==> src/rtl/p4_router_trtcm_policer.sv <==
// ============================================================================
// p4_router_trtcm_policer : per-port colour-blind trTCM policer on AXIS
// Rev 1.0 : initial release
// ============================================================================
`default_nettype none

module p4_router_trtcm_policer #(
  parameter int NUM_PORTS     = 8,
  parameter int DATA_BYTES    = 8,
  parameter int USER_WIDTH    = 32,
  parameter int PORT_LSB      = 0,
  parameter int BUCKET_WIDTH  = 24,
  parameter int RATE_WIDTH    = 16,
  parameter int REFILL_PERIOD = 64,
  parameter int CNT_WIDTH     = 32
) (
  input  logic                              clk,
  input  logic                              aresetn,
  input  logic                              s_axis_tvalid_i,
  output logic                              s_axis_tready_o,
  input  logic [DATA_BYTES*8-1:0]           s_axis_tdata_i,
  input  logic [DATA_BYTES-1:0]             s_axis_tkeep_i,
  input  logic                              s_axis_tlast_i,
  input  logic [USER_WIDTH-1:0]             s_axis_tuser_i,
  output logic                              m_axis_tvalid_o,
  input  logic                              m_axis_tready_i,
  output logic [DATA_BYTES*8-1:0]           m_axis_tdata_o,
  output logic [DATA_BYTES-1:0]             m_axis_tkeep_o,
  output logic                              m_axis_tlast_o,
  output logic [USER_WIDTH+1:0]             m_axis_tuser_o,
  input  logic [2*NUM_PORTS-1:0]            port_mode_i,
  input  logic [RATE_WIDTH*NUM_PORTS-1:0]   cir_inc_i,
  input  logic [RATE_WIDTH*NUM_PORTS-1:0]   pir_inc_i,
  input  logic [BUCKET_WIDTH*NUM_PORTS-1:0] cbs_i,
  input  logic [BUCKET_WIDTH*NUM_PORTS-1:0] pbs_i,
  output logic [CNT_WIDTH*NUM_PORTS-1:0]    drop_cnt_o,
  input  logic [NUM_PORTS-1:0]              drop_cnt_clear_i
);

  localparam int PW = (NUM_PORTS > 1) ? $clog2(NUM_PORTS) : 1;
  localparam int RW = (REFILL_PERIOD > 2) ? $clog2(REFILL_PERIOD) : 1;
  localparam int BW = BUCKET_WIDTH;
  localparam logic [1:0] c_green  = 2'd0;
  localparam logic [1:0] c_yellow = 2'd1;
  localparam logic [1:0] c_red    = 2'd2;

  function automatic logic [BW-1:0] sat_sub(input logic [BW-1:0] b, input logic [15:0] n);
    logic [BW+15:0] bb;
    logic [BW+15:0] nn;
    bb = (BW+16)'(b);
    nn = (BW+16)'(n);
    return (bb > nn) ? BW'(bb - nn) : '0;
  endfunction

  function automatic logic [BW-1:0] add_clamp(input logic [BW-1:0] b,
                                              input logic [RATE_WIDTH-1:0] inc,
                                              input logic [BW-1:0] ceil);
    logic [BW:0] s;
    s = {1'b0, b} + (BW+1)'(inc);
    return (s > {1'b0, ceil}) ? ceil : s[BW-1:0];
  endfunction

  logic                   sof_q;
  logic [PW-1:0]          port_q;
  logic [1:0]             col_q;
  logic                   drop_q, act_q;
  logic [15:0]            bytes_q;
  logic [RW-1:0]          rcnt_q;
  logic [BW-1:0]          cbkt_q [NUM_PORTS];
  logic [BW-1:0]          pbkt_q [NUM_PORTS];
  logic [BW-1:0]          cbkt_d [NUM_PORTS];
  logic [BW-1:0]          pbkt_d [NUM_PORTS];
  logic [CNT_WIDTH-1:0]   dcnt_q [NUM_PORTS];
  logic [CNT_WIDTH-1:0]   dcnt_d [NUM_PORTS];
  logic                   mvalid_q, mlast_q;
  logic [DATA_BYTES*8-1:0] mdata_q;
  logic [DATA_BYTES-1:0]  mkeep_q;
  logic [USER_WIDTH+1:0]  muser_q;

  logic          w_sready, w_acc, w_sof_inr, w_sof_drop, w_sof_act, w_wrap, w_debit;
  logic [PW-1:0] w_sof_port, w_port;
  logic [1:0]    w_sof_mode, w_sof_col, w_col;
  logic          w_drop, w_act;
  logic [15:0]   w_beat, w_total;
  logic [16:0]   w_sum;

  assign w_sready   = !mvalid_q || m_axis_tready_i;
  assign w_acc      = s_axis_tvalid_i && w_sready;
  assign w_sof_port = s_axis_tuser_i[PORT_LSB +: PW];

  generate
    if (NUM_PORTS == (1 << PW)) begin : g_inr_full
      assign w_sof_inr = 1'b1;
    end else begin : g_inr_part
      assign w_sof_inr = ({1'b0, w_sof_port} < (PW+1)'(NUM_PORTS));
    end
  endgenerate

  assign w_sof_mode = w_sof_inr ? port_mode_i[{w_sof_port, 1'b0} +: 2] : 2'd0;

  // Colour-blind decision: peak bucket empty dominates committed bucket empty.
  always_comb begin
    w_sof_col = c_green;
    if (w_sof_mode != 2'd0) begin
      if (pbkt_q[w_sof_port] == '0)      w_sof_col = c_red;
      else if (cbkt_q[w_sof_port] == '0) w_sof_col = c_yellow;
    end
  end

  assign w_sof_drop = w_sof_mode[1] && (w_sof_col == c_red);
  assign w_sof_act  = (w_sof_mode != 2'd0);

  assign w_port = sof_q ? w_sof_port : port_q;
  assign w_col  = sof_q ? w_sof_col  : col_q;
  assign w_drop = sof_q ? w_sof_drop : drop_q;
  assign w_act  = sof_q ? w_sof_act  : act_q;

  always_comb begin
    w_beat = '0;
    for (int b = 0; b < DATA_BYTES; b++) w_beat = w_beat + 16'(s_axis_tkeep_i[b]);
  end

  assign w_sum   = {1'b0, (sof_q ? 16'd0 : bytes_q)} + {1'b0, w_beat};
  assign w_total = w_sum[16] ? 16'hFFFF : w_sum[15:0];
  assign w_debit = w_acc && s_axis_tlast_i && w_act;
  assign w_wrap  = (rcnt_q == RW'(REFILL_PERIOD - 1));

  // Debit is applied before the refill add so a same-cycle wrap sees the floored value.
  always_comb begin
    for (int i = 0; i < NUM_PORTS; i++) begin
      cbkt_d[i] = cbkt_q[i];
      pbkt_d[i] = pbkt_q[i];
      if (w_debit && (w_port == PW'(i))) begin
        if (w_col == c_green) cbkt_d[i] = sat_sub(cbkt_q[i], w_total);
        if (w_col != c_red)   pbkt_d[i] = sat_sub(pbkt_q[i], w_total);
      end
      if (w_wrap) begin
        cbkt_d[i] = add_clamp(cbkt_d[i], cir_inc_i[i*RATE_WIDTH +: RATE_WIDTH], cbs_i[i*BW +: BW]);
        pbkt_d[i] = add_clamp(pbkt_d[i], pir_inc_i[i*RATE_WIDTH +: RATE_WIDTH], pbs_i[i*BW +: BW]);
      end
      dcnt_d[i] = dcnt_q[i];
      if (w_acc && sof_q && w_sof_drop && (w_sof_port == PW'(i)) && (dcnt_q[i] != '1))
        dcnt_d[i] = dcnt_q[i] + 1'b1;
      if (drop_cnt_clear_i[i]) dcnt_d[i] = '0;
    end
  end

  always_ff @(posedge clk or negedge aresetn) begin
    if (!aresetn) begin
      sof_q    <= 1'b1;
      port_q   <= '0;
      col_q    <= c_green;
      drop_q   <= 1'b0;
      act_q    <= 1'b0;
      bytes_q  <= '0;
      rcnt_q   <= '0;
      mvalid_q <= 1'b0;
      mdata_q  <= '0;
      mkeep_q  <= '0;
      mlast_q  <= 1'b0;
      muser_q  <= '0;
      for (int i = 0; i < NUM_PORTS; i++) begin
        cbkt_q[i] <= '0;
        pbkt_q[i] <= '0;
        dcnt_q[i] <= '0;
      end
    end else begin
      rcnt_q <= w_wrap ? '0 : rcnt_q + 1'b1;
      for (int i = 0; i < NUM_PORTS; i++) begin
        cbkt_q[i] <= cbkt_d[i];
        pbkt_q[i] <= pbkt_d[i];
        dcnt_q[i] <= dcnt_d[i];
      end
      if (w_acc) begin
        sof_q   <= s_axis_tlast_i;
        bytes_q <= s_axis_tlast_i ? 16'd0 : w_total;
        if (sof_q) begin
          port_q <= w_sof_port;
          col_q  <= w_sof_col;
          drop_q <= w_sof_drop;
          act_q  <= w_sof_act;
        end
      end
      if (w_sready) begin
        mvalid_q <= w_acc && !w_drop;
        if (w_acc && !w_drop) begin
          mdata_q <= s_axis_tdata_i;
          mkeep_q <= s_axis_tkeep_i;
          mlast_q <= s_axis_tlast_i;
          muser_q <= {w_col, s_axis_tuser_i};
        end
      end
    end
  end

  assign s_axis_tready_o = w_sready;
  assign m_axis_tvalid_o = mvalid_q;
  assign m_axis_tdata_o  = mdata_q;
  assign m_axis_tkeep_o  = mkeep_q;
  assign m_axis_tlast_o  = mlast_q;
  assign m_axis_tuser_o  = muser_q;

  generate
    for (genvar g = 0; g < NUM_PORTS; g++) begin : g_cnt
      assign drop_cnt_o[g*CNT_WIDTH +: CNT_WIDTH] = dcnt_q[g];
    end
  endgenerate

endmodule

`default_nettype wire

==> config.mk <==
export PLATFORM = sky130hd
export DESIGN_NAME = p4_router_trtcm_policer
export DESIGN_NICKNAME = d
export VERILOG_FILES = /design/src/rtl/p4_router_trtcm_policer.sv
export SDC_FILE = /design/constraint.sdc
export NUM_CORES = 2
export LEC_CHECK = 0
export BUFFER_PORTS_ARGS = -buffer_cell sky130_fd_sc_hd__buf_2
export CORE_AREA = 8 8 443 445
export DETAILED_ROUTE_END_ITERATION = 10
export DIE_AREA = 0 0 451 453
export HOLD_SLACK_MARGIN = 0.02
export PLACE_DENSITY = 0.73
export RECOVER_POWER = 25
export SLEW_MARGIN = 20
export SYNTH_ARGS = -nofsm -noshare
export SYNTH_HDL_FRONTEND = slang
export SYNTH_SLANG_ARGS = --single-unit
==> constraint.sdc <==
create_clock -name clk -period 33.4 [get_ports clk]
set_clock_uncertainty 0.15 [all_clocks]
set_input_delay 6.68 -clock clk [delete_from_list [all_inputs] [get_ports clk]]
set_output_delay 6.68 -clock clk [all_outputs]
set_load 0.02 [all_outputs]
# Word-level counts from Yosys, hierarchy flattened
# Index checks and enable logic that the tools add are counted.
# op_classes
n_mux	113
eq_ne	25
n_addsub	49
n_div	0
order_cmp	33
n_reduce_logical	49
bitwise	1
shift	1
multipliers	0
# ops
op	n
$mux 24	84
$mux 32	16
$add 24x16->25	16
$gt 25x24->1	16
$gt 24x16->1	16
$sub 24x16->24	16
$add 32x1->32 const B	8
$ne 32x32->1 const B	8
$bmux 24 s3	2
$logic_not 24->1	2
$mux 16	3
$logic_and 1x1->1	31
$eq 3x3->1 const B	8
$reduce_bool 2->1	9
$add 16x8->17	1
$shiftx 16x5->2	1
$eq 3x2->1 const B	4
$add 7x1->8	1
$add 6x1->7	1
$add 5x1->6	1
$add 6x1->6 const B	1
$eq 3x1->1 const B	2
$eq 6x6->1 const B	1
$logic_not 3->1	2
other kinds (16)	21
# totals
latchBits	0
out_inout_bits	365
n_memories	0
in_bits	773
word_cells	307
rom_bits	0
mem_bits_rw	0
ff_bits	778

# Logic depth before layout (Yosys ltp)
# depth
depth_word	17
depth_mapped	54
ltp_nobuf	49

# Worst setup path before layout
# No wires, ideal clock.
# synth_path
kind	input to register
start	input s_axis_tkeep_i[0]
end	register cbkt_q[47] (netlist name)
slack_ps	15425
t_arrival_ps	17682
path_stages	46
path_buffers	4
setup_ps	143
required_ps	33107
path_cell_list	fa_1 inv_1 fa_1 fa_1 fa_1 inv_1 fa_1 a21o_1 a21o_1 and3_1 nand2_1 nor2_1 clkbuf_1 nor2_1 ha_1 nor2b_1 o31a_1 o41a_1 (+10 left out) o21a_1 o31ai_1 o41a_1 a31oi_1 o21a_1 a21oi_1 nor2b_1 xor2_1 ha_1 a21o_1 a21o_1 a2111oi_0 a21oi_1 o31ai_1 nand2_2 buf_4 mux2i_1 a22oi_1
# synth_lines
item	line	source
start: declaration	22	input logic [DATA_BYTES-1:0] s_axis_tkeep_i,
end signal: indexed assignment	170	cbkt_q[i] <= cbkt_d[i];
end: declaration	69	logic [BW-1:0] cbkt_q [NUM_PORTS];

==> results.ini <==
[detailed_routing]
dr.pass1.iters = 6
vias = 83100
drcViolationCount = 0
drt-total-wl_um = 343000
ant_nets = 0
viasPerCell = 6.09
wl_per_cell_um = 25.1
drt_iter0_markers = 7507

[pwr]
internal_power_mw = 4.31
p_sw_mw = 4.47
clock_power_share_pct = 13.2
p_per_area_mw_per_mm2 = 95.0
peakVddDrop_v = 0.0000987
combPwrFrac_pct = 70.4
p_seq_share_pct = 16.4
leakagePower_nw = 43.5
sw_frac_of_total_pct = 50.9

[global_route]
gr-usage-all-layers_pct = 31.6
antenna_found_initial = 125
grt_pass1_vias = 80200
overflow = 0
grt.met2_usage_pct = 50.8
grt_pass1_wl_um = 502000
grt_use_met1_pct = 39.0
grt_max_degree = 189
grt_busiest_layer = met2
grt_use_met3_pct = 7.04

[cells_and_area]
final_common_cell = nor2_1
layout_common_cells = 1067 x nor2_1, 911 x ha_1, 910 x buf_2, 793 x nand2_1, 777 x dfrtp_1
drive_gt1_share_pct = 13.6
area_growth_pct = 14.4
fin_nets = 12700
fin_util_pct = 48.8
fin_cells = 13600

[clock_network]
htree_levels = 3
cts_root_buf = clkbuf_16
cts_tree = yes
ctsHoldBuffers = 0
clkLatencyLatePin_ps = 780
cts_setup_buffers = 0
clk_pin_slew_ps = 60
numCtsBuffers = 99
clockBufferDepth = 3
cts_num_sinks = 778
cts_resized = 0

[timing]
maxSlewViolCount = 377
tightest_slew_ps = 4740
hold_violations = 0
setup_tns_ps = 0
rsz0062_at_grt = no
layout_worst_path_cycle_share_pct = 58.7
max_freq_ghz = 0.0510
whs_ps = 329
finalSetupViolations = 0
slew_headroom_pct = -216
finalCriticalPeriod_ps = 19600

[run_status]
run_status = complete, but fails checks
violations = capacitance limit, slew limit

[job]
cap_violations = 8

[synthesis]
synth_nets = 11700
synth_edf_count = 0
netlist_area_mm2 = 0.0807
ys.flop_type = dfrtp_1
ys_ff_latch = 778
async_flop_share_pct = 100
ys_warn_count = 0
synth.avg_cell_area_um2 = 8.07
seq_area_frac_synth_pct = 24.1
synth.distinct_cells = 113
syn_inst = 9999

[die]
num_rows = 160
die-area_mm2 = 0.204
fp.dieH_um = 453
ios = 1138
core_area_mm2 = 0.189
die_w_um = 451
initial_core_util_pct = 42.7

[placed_design]
dp_cells = 13400
gp_congestion = 1.01
dp_hpwl_um = 276000
io_buffers = 1137

[setup_path]
endpoint_kind = register
cp_data_arrival_time_ps = 20050
slowest_stage = o21ai_0
path_delay_family = compound AO/OA/AOI/OAI gates
worstPathRequired_ps = 33850
cp-start-kind = input pin
cpPeakStageDelay_ps = 740
cp_max_fo = 48
cpMostUsedCell = fa_1
crit_type = input pin to register
path_buf_inv = 8

[hold_path]
hold_class = register to register

==> area by class of cell <==
| cell class | count | area (µm²) |
|---|---|---|
| fill | 18300 | 96800 |
| multi-input combinational | 8273 | 57700 |
| sequential | 778 | 19500 |
| timing repair buffer | 1243 | 6220 |
| tap | 2511 | 3140 |
| clock buffer | 132 | 2810 |
| inverter | 591 | 2220 |
| clock inverter | 49 | 683 |
| antenna | 58 | 145 |
==> logic make-up after synthesis <==
group | Yosys count | synth area share (%)
muxes | 327 | 4.37
DFF | 778 | 24.1
buffers and inverters | 948 | 4.68
AOI/OAI and AO/OA | 2679 | 22.1
and+or+nand+nor | 3566 | 21.5
xor gates and xnor gates | 753 | 8.17
adders and majority gates | 948 | 15.0
==> sequential cells by signal, indices dropped and copies added (netlist names) <==
| register | flops |
|---|---|
| drop_cnt_o | 256 |
| m_axis_tvalid_o | 1 |
| m_axis_tlast_o | 1 |
| sof_q | 1 |
| port_q | 3 |
| pbkt_q | 192 |
| col_q | 2 |
| drop_q | 1 |
| act_q | 1 |
| rcnt_q | 6 |
| m_axis_tkeep_o | 8 |
| m_axis_tdata_o | 64 |
| cbkt_q | 192 |
| m_axis_tuser_o | 34 |
| bytes_q | 16 |
==> synthesized netlist by cell type, types with 145 or more instances <==
| cell | instances | area, µm² |
|---|---|---|
| o21a_1 | 172 | 1290 |
| o21ai_0 | 500 | 2500 |
| xor2_1 | 357 | 3130 |
| dfrtp_1 | 777 | 19400 |
| nand2_1 | 793 | 2980 |
| mux2_2 | 149 | 1680 |
| nand4_1 | 184 | 1150 |
| nor2_1 | 1074 | 4030 |
| nor2b_1 | 145 | 907 |
| xnor2_1 | 396 | 3470 |
| nand3_1 | 263 | 1320 |
| clkbuf_1 | 266 | 998 |
| a21o_1 | 255 | 1910 |
| mux2i_1 | 171 | 1710 |
| inv_1 | 589 | 2210 |
| nor3_1 | 322 | 1610 |
| a21oi_1 | 737 | 3690 |
| o31ai_1 | 183 | 1370 |
| ha_1 | 911 | 11400 |
==> path summary, 6_finish.rpt <==
path                                    from  slack (ps)  depth (start not counted)              to
max                        s_axis_tkeep_i[0]       13800                         46     pbkt_q[176]
min                                    act_q         330                          1           act_q
max reg2reg                            sof_q       18160                         45     pbkt_q[176]
min reg2reg                            act_q         330                          1           act_q
max in group asynchronous            aresetn       18990                          5  drop_cnt_o[16]
min in group asynchronous            aresetn        7490                          1      cbkt_q[29]
==> stage by stage <==
| step | setup slack (ps) | cell area (µm²) | power [mW] |
|---|---|---|---|
| floorplan | 15420 | 80700 | 5.78 |
| global placement | 13360 | 89000 | 7.36 |
| detailed placement | 13110 | 89000 | 7.47 |
| CTS | 13920 | 92500 | 8.69 |
| global route | 13090 | 92300 | 9.44 |
| finish | 13800 | 92400 | 8.78 |
==> per-layer routing <==
layer / wire length, µm / vias to the layer above / part of all wire, %
met1: 136000 / 39900 / 40
met3: 28900 / 861 / 8.4
li1: - / 38600 / -
met2: 153000 / 3661 / 45
met5: 366 / - / 0.11
met4: 23800 / 58 / 6.9
==> power by group through the flow <==
stage	clock (mW)	sequential [mW]	combinational, mW
6_report	1.16	1.44	6.18
5_1_grt	1.21	1.46	6.77
4_1_cts	1.18	1.43	6.08
3_5_place_dp	0	1.44	6.03
3_3_place_gp	0	1.43	5.93
2_1_floorplan	0	1.41	4.37
Note: power is estimated with default switching activity, not from simulation.
